--- src/rtl/capture_timer.sv ---
// Input-capture peripheral: measures prescaled ticks between selected cap_in edges on the 6502 register bus.
// Latency: edge acted on two clocks after synchronisation; reads combinational; no backpressure (writes always accepted).
module capture_timer (
    input  logic       clk,
    input  logic       rst,
    input  logic [1:0] addr,
    input  logic       we,
    input  logic [7:0] dbw,
    output logic [7:0] dbr,
    input  logic       cap_in,
    output logic       irq
);

    typedef enum logic [1:0] {IDLE, ARM, MEASURE} state_t;

    state_t      state, state_nx;
    logic [15:0] cap, cap_nx;
    logic [15:0] cnt, cnt_nx;
    logic [7:0]  pc, pc_nx;
    logic [7:0]  presc;
    logic        en, edge_sel, ie;
    logic        captured, captured_nx;
    logic        missed, missed_nx;
    logic        sat, sat_nx;
    logic        s0, s1, prev;

    logic        ev;
    logic        wr_ctrl;
    logic        tick_end;
    logic [15:0] cnt_inc;

    assign ev       = edge_sel ? (~s1 & prev) : (s1 & ~prev);
    assign wr_ctrl  = we & (addr == 2'd2);
    assign tick_end = (pc == presc);
    assign cnt_inc  = (cnt == 16'hFFFF) ? cnt : cnt + 16'd1;

    always_ff @(posedge clk or posedge rst) begin
        if (rst) begin
            s0   <= 1'b0;
            s1   <= 1'b0;
            prev <= 1'b0;
        end else begin
            s0   <= cap_in;
            s1   <= s0;
            prev <= s1;
        end
    end

    always_ff @(posedge clk or posedge rst) begin
        if (rst) begin
            presc    <= 8'd0;
            en       <= 1'b0;
            edge_sel <= 1'b0;
            ie       <= 1'b0;
        end else if (we) begin
            if (addr == 2'd3)
                presc <= dbw;
            if (addr == 2'd2) begin
                en       <= dbw[0];
                edge_sel <= dbw[1];
                ie       <= dbw[2];
            end
        end
    end

    always_ff @(posedge clk or posedge rst) begin
        if (rst) begin
            state    <= IDLE;
            cap      <= 16'd0;
            cnt      <= 16'd0;
            pc       <= 8'd0;
            captured <= 1'b0;
            missed   <= 1'b0;
            sat      <= 1'b0;
        end else begin
            state    <= state_nx;
            cap      <= cap_nx;
            cnt      <= cnt_nx;
            pc       <= pc_nx;
            captured <= captured_nx;
            missed   <= missed_nx;
            sat      <= sat_nx;
        end
    end

    // A control write takes priority over any edge arriving in the same cycle.
    always_comb begin
        state_nx    = state;
        cap_nx      = cap;
        cnt_nx      = cnt;
        pc_nx       = pc;
        captured_nx = captured;
        missed_nx   = missed;
        sat_nx      = sat;
        if (wr_ctrl) begin
            captured_nx = 1'b0;
            missed_nx   = 1'b0;
            sat_nx      = 1'b0;
            cnt_nx      = 16'd0;
            pc_nx       = 8'd0;
            state_nx    = dbw[0] ? ARM : IDLE;
        end else begin
            case (state)
                IDLE: begin
                    cnt_nx = 16'd0;
                    pc_nx  = 8'd0;
                end
                ARM: begin
                    if (ev) begin
                        state_nx = MEASURE;
                        cnt_nx   = 16'd0;
                        pc_nx    = 8'd0;
                    end
                end
                MEASURE: begin
                    if (ev) begin
                        // The tick completing on the edge cycle is still counted.
                        cap_nx      = tick_end ? cnt_inc : cnt;
                        cnt_nx      = 16'd0;
                        pc_nx       = 8'd0;
                        missed_nx   = captured;
                        captured_nx = 1'b1;
                    end else if (tick_end) begin
                        pc_nx  = 8'd0;
                        cnt_nx = cnt_inc;
                        if (cnt_inc == 16'hFFFF)
                            sat_nx = 1'b1;
                    end else begin
                        pc_nx = pc + 8'd1;
                    end
                end
                default: state_nx = IDLE;
            endcase
        end
    end

    always_comb begin
        dbr = 8'd0;
        case (addr)
            2'd0: dbr = cap[7:0];
            2'd1: dbr = cap[15:8];
            2'd2: dbr = {captured, missed, sat, 2'b00, ie, edge_sel, en};
            2'd3: dbr = presc;
            default: dbr = 8'd0;
        endcase
    end

    assign irq = captured & ie;

endmodule
--- config.mk ---
export PLATFORM = sky130hd
export DESIGN_NAME = capture_timer
export DESIGN_NICKNAME = d
export VERILOG_FILES = /design/src/rtl/capture_timer.sv
export SDC_FILE = /design/constraint.sdc
export NUM_CORES = 1
export LEC_CHECK = 0
export ABC_AREA = 1
export BUFFER_PORTS_ARGS = -buffer_cell sky130_fd_sc_hd__buf_2
export CORE_MARGIN = 5
export CORE_UTILIZATION = 65
export DETAILED_ROUTE_END_ITERATION = 8
export PLACE_DENSITY = 0.88
export REMOVE_ABC_BUFFERS = 1
export SYNTH_ARGS = -nofsm -noshare
export SYNTH_HDL_FRONTEND = slang
export SYNTH_SLANG_ARGS = --single-unit
--- constraint.sdc ---
create_clock -name clk -period 3.5 [get_ports clk]
set_input_delay 0.7 -clock clk [delete_from_list [all_inputs] [get_ports clk]]
set_output_delay 0.7 -clock clk [all_outputs]
set_load 0.03 [all_outputs]
==> out/metrics.cfg, run 1 <==
[cts]
root_buffer=clkbuf_8
h-tree-depth=3
postCtsSetupBuffers=0
cts_tree=done
cts_buffers=9
ctsHoldBuffers=0
cts.repair.resized=0
clk_path_buf_depth=2
clkSinkCount=59
clk_pin_slew_ns=0.07
clk_latency_ns=0.34

[sta]
final.setup.tns_ns=0
timing.final.crit_share=0.727
worst_pin_slew_ns=0.793
min_period_ns=2.54
slew_headroom=0.471
rsz0062_at_grt=false
finalHoldViolations=0
slew_violations=0
max_freq_mhz=393
finalSetupViolCount=0
fin_ws_ns=0.956
clock_skew_ns=0.00662

[critical_path]
worst_setup_path_end_kind=register
reg2regPathDepth=9
critPathRequiredTime_ns=3.69
crit_fanout=24
cp-start-kind=register
r2r-start=pc[5]$_DFFE_PP0P_
critical_path_class=register to register
r2r-end=cap[13]$_DFFE_PP0P_
rrSetupSlack_ns=0.96
arrival_ns=2.73

[floorplan]
die_area_um2=6580
fp.coreArea_um2=4820
die_h_um=81.1
die_x_um=81.1
core.rowCount=25
io_pins=23
start_util=0.682

[power]
p_comb_frac=0.121
sequentialPowerShare=0.448
netSwitchingPower_mw=0.457
peakVddDrop_v=0.000281
intPower_mw=1.22
total_power_mw=1.68
p_sw_frac=0.272
p_clk_frac=0.431
p_leak_nw=1.80
power_density_nw_per_um2=456

[global_route]
grt_pass1_vias=3034
antenna_found_initial=0
grt_pass1_wl_um=14400
grt_max_degree=32
grt.overflow.total=0
track_usage=0.295

[placed_design]
post-dp-hpwl_um=6090
pre_cts_slack_ns=1.11
placed_area_um2=3450
portBuffers=22
gp_congestion=0.962

[synth]
synth_common_cells=nand2_1 (144), dfrtp_1 (59), inv_1 (47)
synth.most_common_cell=nand2_1
postSynthAreaPerCell_um2=7.37
ys_top_cells_by_area=dfrtp_1 (45%), nand2_1 (16%), o21ai_0 (6.4%)
yosysTopAreaCell=dfrtp_1
synth_cells=446
synth.yosys.warnings=0
yosysSeqAreaShare=0.449
syn_area_um2=3290
synth_edf_count=0
synth.distinct_cells=30
synth_seq_cells=59
synth-async-reset-ratio=1.00
ys.flop_type=dfrtp_1
synth_top_area_frac=0.449

[detailed_routing]
ant_nets=0
first_iter_violations=322
routedWlPerCell_um=16.0
drt-total-wl_um=8700
vias_per_cell=5.80
drc=0
via_count=3151
dr.pass1.iters=6

[finish]
synthToLayoutAreaGrowth_pct=12.3
diodes=0
design_area_um2=3690
nets=487
finish.utilization=0.766
drive_above_1_share=0.130

[job]
maxCapViolations=0

[worst_hold_path]
hp-class=input port to async pin

[outcome]
status=complete, no violations

-- routing by layer --
metal / GRT usage / vias to the layer above / share of wire
met3: 0.0843 / 21 / 0.085
met2: 0.508 / 157 / 0.49
met4: 0.0895 / 0 / 0.023
met1: 0.358 / 1466 / 0.40
li1: - / 1507 / -
met5: 0 / - / 0
-- critical path, cell delays in order, from the launching register on --
cell and delay [ns]:
dfrtp_1 0.42, inv_1 0.12, nand2_1 0.09, nand2_1 0.05
nand2_1 0.06, nor2_1 0.04, nand2_1 0.56, inv_1 0.40
o21ai_0 0.50, o21ai_0 0.14
-- cell families after synthesis --
logic type / share of synthesized area
adder cells (fa/ha/maj): 0.00761
multiplexers: 0.0137
buffers and inverters: 0.0720
AND/OR/NAND/NOR: 0.304
AO/OA/AOI/OAI: 0.129
flip-flops: 0.449
XOR/XNOR: 0.0240
-- how the worst max path moves through the flow --
stage	from	to	slack, ns	depth (start not counted)
after floorplan	rst	cap[0]$_DFFE_PP0P_	1.34	1
after global placement	addr[0]	dbr[1]	1.15	5
after detailed placement	addr[0]	pc[3]$_DFFE_PP0P_	1.11	11
after CTS	addr[0]	dbr[1]	1.05	5
after global routing	pc[5]$_DFFE_PP0P_	cap[13]$_DFFE_PP0P_	0.76	9
final	pc[5]$_DFFE_PP0P_	cap[13]$_DFFE_PP0P_	0.96	9
-- sequential cells by signal, summed over array words and instances (netlist names) --
signal    cells
cap          16
captured      1
cnt          16
edge_sel      1
en            1
ie            1
missed        1
pc            8
presc         8
prev          1
s0            1
s1            1
sat           1
state         2
-- power by group through the flow --
stage | combinational, mW | clock [mW] | sequential, mW
2_1_floorplan | 0.143 | 0 | 0.752
3_3_place_gp | 0.193 | 0 | 0.763
3_5_place_dp | 0.198 | 0 | 0.764
4_1_cts | 0.203 | 0.723 | 0.752
5_1_grt | 0.224 | 0.765 | 0.756
6_report | 0.204 | 0.724 | 0.753
-- through the flow --
step | instances | hold WS (ns)
5_1_grt | 543 | 0.345
3_5_place_dp | 527 | 0.337
2_1_floorplan | 435 | 0.331
4_1_cts | 543 | 0.325
6_report | 543 | 0.319
3_3_place_gp | 527 | 0.332
-- area by class of cell --
class                           instances  area (µm²)
Inverter                               50         188
Sequential cell                        59        1480
Clock inverter                          5        83.8
Timing Repair Buffer                   25         133
Multi-Input combinational cell        326        1570
Clock buffer                           11         151
Tap cell                               67        83.8
Fill cell                             354        1130
-- cell usage in the layout, fill, tap and decap left out, types with 2 or more instances in the layout --
cell type     n
xor2_1        4
nor2_2        2
nor2_1       33
nand2_2       4
nor3_1        6
nand2_4       2
nand4_1       7
a21oi_1      14
inv_1        46
o21ai_0      42
o2111ai_1     3
nor2_4        2
o31ai_1       3
nand2_1     144
clkbuf_8     11
o22ai_1      13
bufinv_16     2
mux2_2        4
dfrtp_1      59
clkinvlp_4    2
buf_2        22
nand3_1      30
inv_2         4
buf_4         3
xnor2_1       5
ha_1          2
Power figures use the tool's default switching activity.
==> run 2: changes to the inputs <==
- ABC_AREA: 1 -> 0
- CORE_UTILIZATION: 65 -> 60
- PLACE_DENSITY: 0.88 -> 0.82
- clock period: 3.5 -> 2.5 ns (I/O delays scaled with it)
==> run 2 against run 1 <==
  * Via count down 9.9%
  * Critical path depth down 2
  * Power up 36%
  * Highest routed layer unchanged
  * Critical endpoint is now cap[14]$_DFFE_PP0P_
  * Utilization down 4.3 points
  * Register-to-register slack worse by 0.79 ns
  * First-iteration DRC count down 19%
  * Synthesized cell count down 25%
  * Die area up 8.8%
==> out/metrics.cfg, run 2 <==
[cts]
root_buffer=clkbuf_8
cts_buffers=9  ; unchanged
cts_tree=done
clk_path_buf_depth=2  ; unchanged
clkSinkCount=59  ; unchanged
h-tree-depth=3  ; unchanged
clk_latency_ns=0.35  ; about the same
clk_pin_slew_ns=0.08  ; about the same

[synth]
ys_top_cells_by_area=dfrtp_1 (44%), nand2_1 (5.2%), mux2_2 (4.7%)
synth_top_area_frac=0.442  ; -0.00691
synthSimpleGateAreaFrac=0.196  ; -0.108
synthAdderAreaFrac=0.00750  ; -0.000117
synth_compound_area_frac=0.133  ; +0.00439
synth.yosys.warnings=0  ; unchanged
postSynthAreaPerCell_um2=9.96  ; +35%
syn_area_um2=3340  ; +1.6%
synth-async-reset-ratio=1.00  ; unchanged
synth_cells=335  ; -25%
yosysSeqAreaShare=0.442  ; -0.00691
synth.distinct_cells=55  ; +83%
ys.flop_type=dfrtp_1
synth_xor_area_frac=0.0735  ; +0.0495
synth.most_common_cell=dfrtp_1
synth_top_family_by_area=simple AND/OR/NAND/NOR gates
synth_seq_cells=59  ; unchanged
muxShareOfSynthArea=0.101  ; +0.0875
synth_edf_count=0  ; unchanged
synth_common_cells=dfrtp_1 (59), nand2_1 (46), o21ai_0 (31)
yosysTopAreaCell=dfrtp_1

[finish]
layout_common_cells=dfrtp_1 (59), nand2_1 (46), buf_4 (36)
drive_above_1_share=0.286  ; +0.156
finish.utilization=0.723  ; -0.0429
nets=399  ; -18%
layout_commonest_cell=dfrtp_1
largestRegisters=cap x16, cnt x16
diodes=0  ; unchanged
design_area_um2=3930  ; +6.6%
synthToLayoutAreaGrowth_pct=17.8

[floorplan]
die_x_um=84.6  ; +4.3%
fp.coreArea_um2=5440  ; +13%
die_h_um=84.6  ; +4.3%
start_util=0.614  ; -0.0686
die_area_um2=7150  ; +8.8%
io_pins=23  ; unchanged
core.rowCount=27  ; +8.0%

[sta]
finalHoldViolations=0  ; unchanged
min_period_ns=2.33  ; -0.213 ns
timing.final.crit_share=0.932  ; +0.205
rsz0062_at_grt=false
slew_violations=0  ; unchanged
holdWs_ns=0.227  ; -0.0920 ns
worst_pin_slew_ns=0.642  ; -0.151 ns
clock_skew_ns=0.0100  ; +0.00338 ns
fin_ws_ns=0.169  ; -0.787 ns
slew_headroom=0.571  ; +0.101
finalSetupViolCount=0  ; unchanged
max_freq_mhz=429  ; +9.2%

[power]
p_leak_nw=1.74  ; -3.3%
total_power_mw=2.29  ; +36%
power_density_nw_per_um2=583  ; +28%
peakVddDrop_v=0.000442  ; +57%

[critical_path]
r2r-start=pc[4]$_DFFE_PP0P_
critPathLaunch=pc[4]$_DFFE_PP0P_
critical_path_depth=7  ; -2
reg2regPathDepth=7  ; -2
path_buf_inv=1  ; -1
crit_chain=xnor2_1 > nand4_1 > buf_4 > nor2_1 > nand4_1 > mux2_2 > mux2_2
arrival_ns=2.57  ; -0.16 ns
crit_fanout=5  ; -79%
rrSetupSlack_ns=0.17  ; -0.79 ns
cp_slowest_cell=dfrtp_1
cp_top_family=simple AND/OR/NAND/NOR gates
critical_path_class=register to register
worst_setup_path_end_kind=register
endpoint=cap[14]$_DFFE_PP0P_
critPathRequiredTime_ns=2.74  ; -0.95 ns
slowest_delay_ns=0.44  ; -0.12 ns
cp-start-kind=register
r2r-end=cap[14]$_DFFE_PP0P_

[global_route]
grt.overflow.total=0  ; unchanged
track_usage=0.251  ; -0.0441
grt_pass1_wl_um=14000  ; -2.8%
antenna_found_initial=0  ; unchanged
grt_max_degree=33  ; +3.1%
grt_pass1_vias=2868  ; -5.5%

[detailed_routing]
drc=0  ; unchanged
dr.pass1.iters=5  ; -1
via_count=2840  ; -9.9%
first_iter_violations=260  ; -19%
drt-total-wl_um=8310  ; -4.5%
ant_nets=0  ; unchanged
vias_per_cell=6.17  ; +6.4%
routedWlPerCell_um=18.1  ; +13%

[placed_design]
gp_congestion=0.925  ; -3.9%
placed_area_um2=3680  ; +6.6%
post-dp-hpwl_um=5940  ; -2.6%
pre_cts_slack_ns=-0.0509  ; -1.16 ns
portBuffers=22  ; unchanged

[outcome]
status=complete, no violations

[job]
maxCapViolations=0  ; unchanged

[worst_hold_path]
hp-class=input port to async pin

## run 2: cell types whose count changed after synthesis, sizes merged, moves of 12 or more
cell,before,now
inv,50,7
nand2,150,46
nand3,30,12
o21ai,43,31
o22ai,13,0
## run 2: layout make-up
| cell class | instances | area (µm²) |
|---|---|---|
| repair buffers | 60 | 420 |
| clock buffers | 9 | 124 |
| clock inverters | 7 | 77.6 |
| flip-flops and latches | 59 | 1480 |
| well taps | 72 | 90.1 |
| multi-input cells | 246 | 1720 |
| fillers | 363 | 1510 |
| inverters | 7 | 26.3 |
## run 2: repair_timing
item | in CTS | in global routing
pin swaps | 0 | 1
setup endpoints to repair | 7 | 4
resized for setup | 1 | 0
hold endpoints to repair | 0 | 0
hold buffers | 0 | 0
setup buffers | 0 | 4
## run 2: logic make-up after synthesis
logic type | Yosys count
simple gates | 121
compound gates | 71
flops | 59
buf+inv | 30
xor+xnor | 28
mux | 24
fa+ha+maj | 2
## run 2: worst min path at each step
stage	start	depth (start not counted)	slack, ns	end
after floorplan	s0$_DFF_PP0_	0	0.33	s1$_DFF_PP0_
after global placement	s0$_DFF_PP0_	0	0.34	s1$_DFF_PP0_
after detailed placement	s0$_DFF_PP0_	0	0.34	s1$_DFF_PP0_
after CTS	cap_in	1	0.24	s0$_DFF_PP0_
after global routing	cap_in	1	0.23	s0$_DFF_PP0_
final	rst	2	0.23	pc[5]$_DFFE_PP0P_
## run 2: metrics by stage
stage | cells | setup TNS, ns
after floorplan | 312 | -0.0455
after global placement | 440 | 0
after detailed placement | 440 | -0.109
after CTS | 456 | 0
after global routing | 460 | 0
final | 460 | 0
## run 2: metal layers
layer | global-route usage | up-vias | wire length (µm)
li1 | - | 1288 | -
met5 | 0 | - | 0
met2 | 0.381 | 138 | 4000
met1 | 0.324 | 1389 | 3390
met4 | 0.137 | 0 | 291
met3 | 0.0697 | 25 | 627
## run 2: where the power goes
group          internal, mW  leakage [nW]  switching (mW)
sequential             1.01         0.793          0.0513
clock                 0.466        0.0998           0.418
combinational         0.148         0.846           0.202
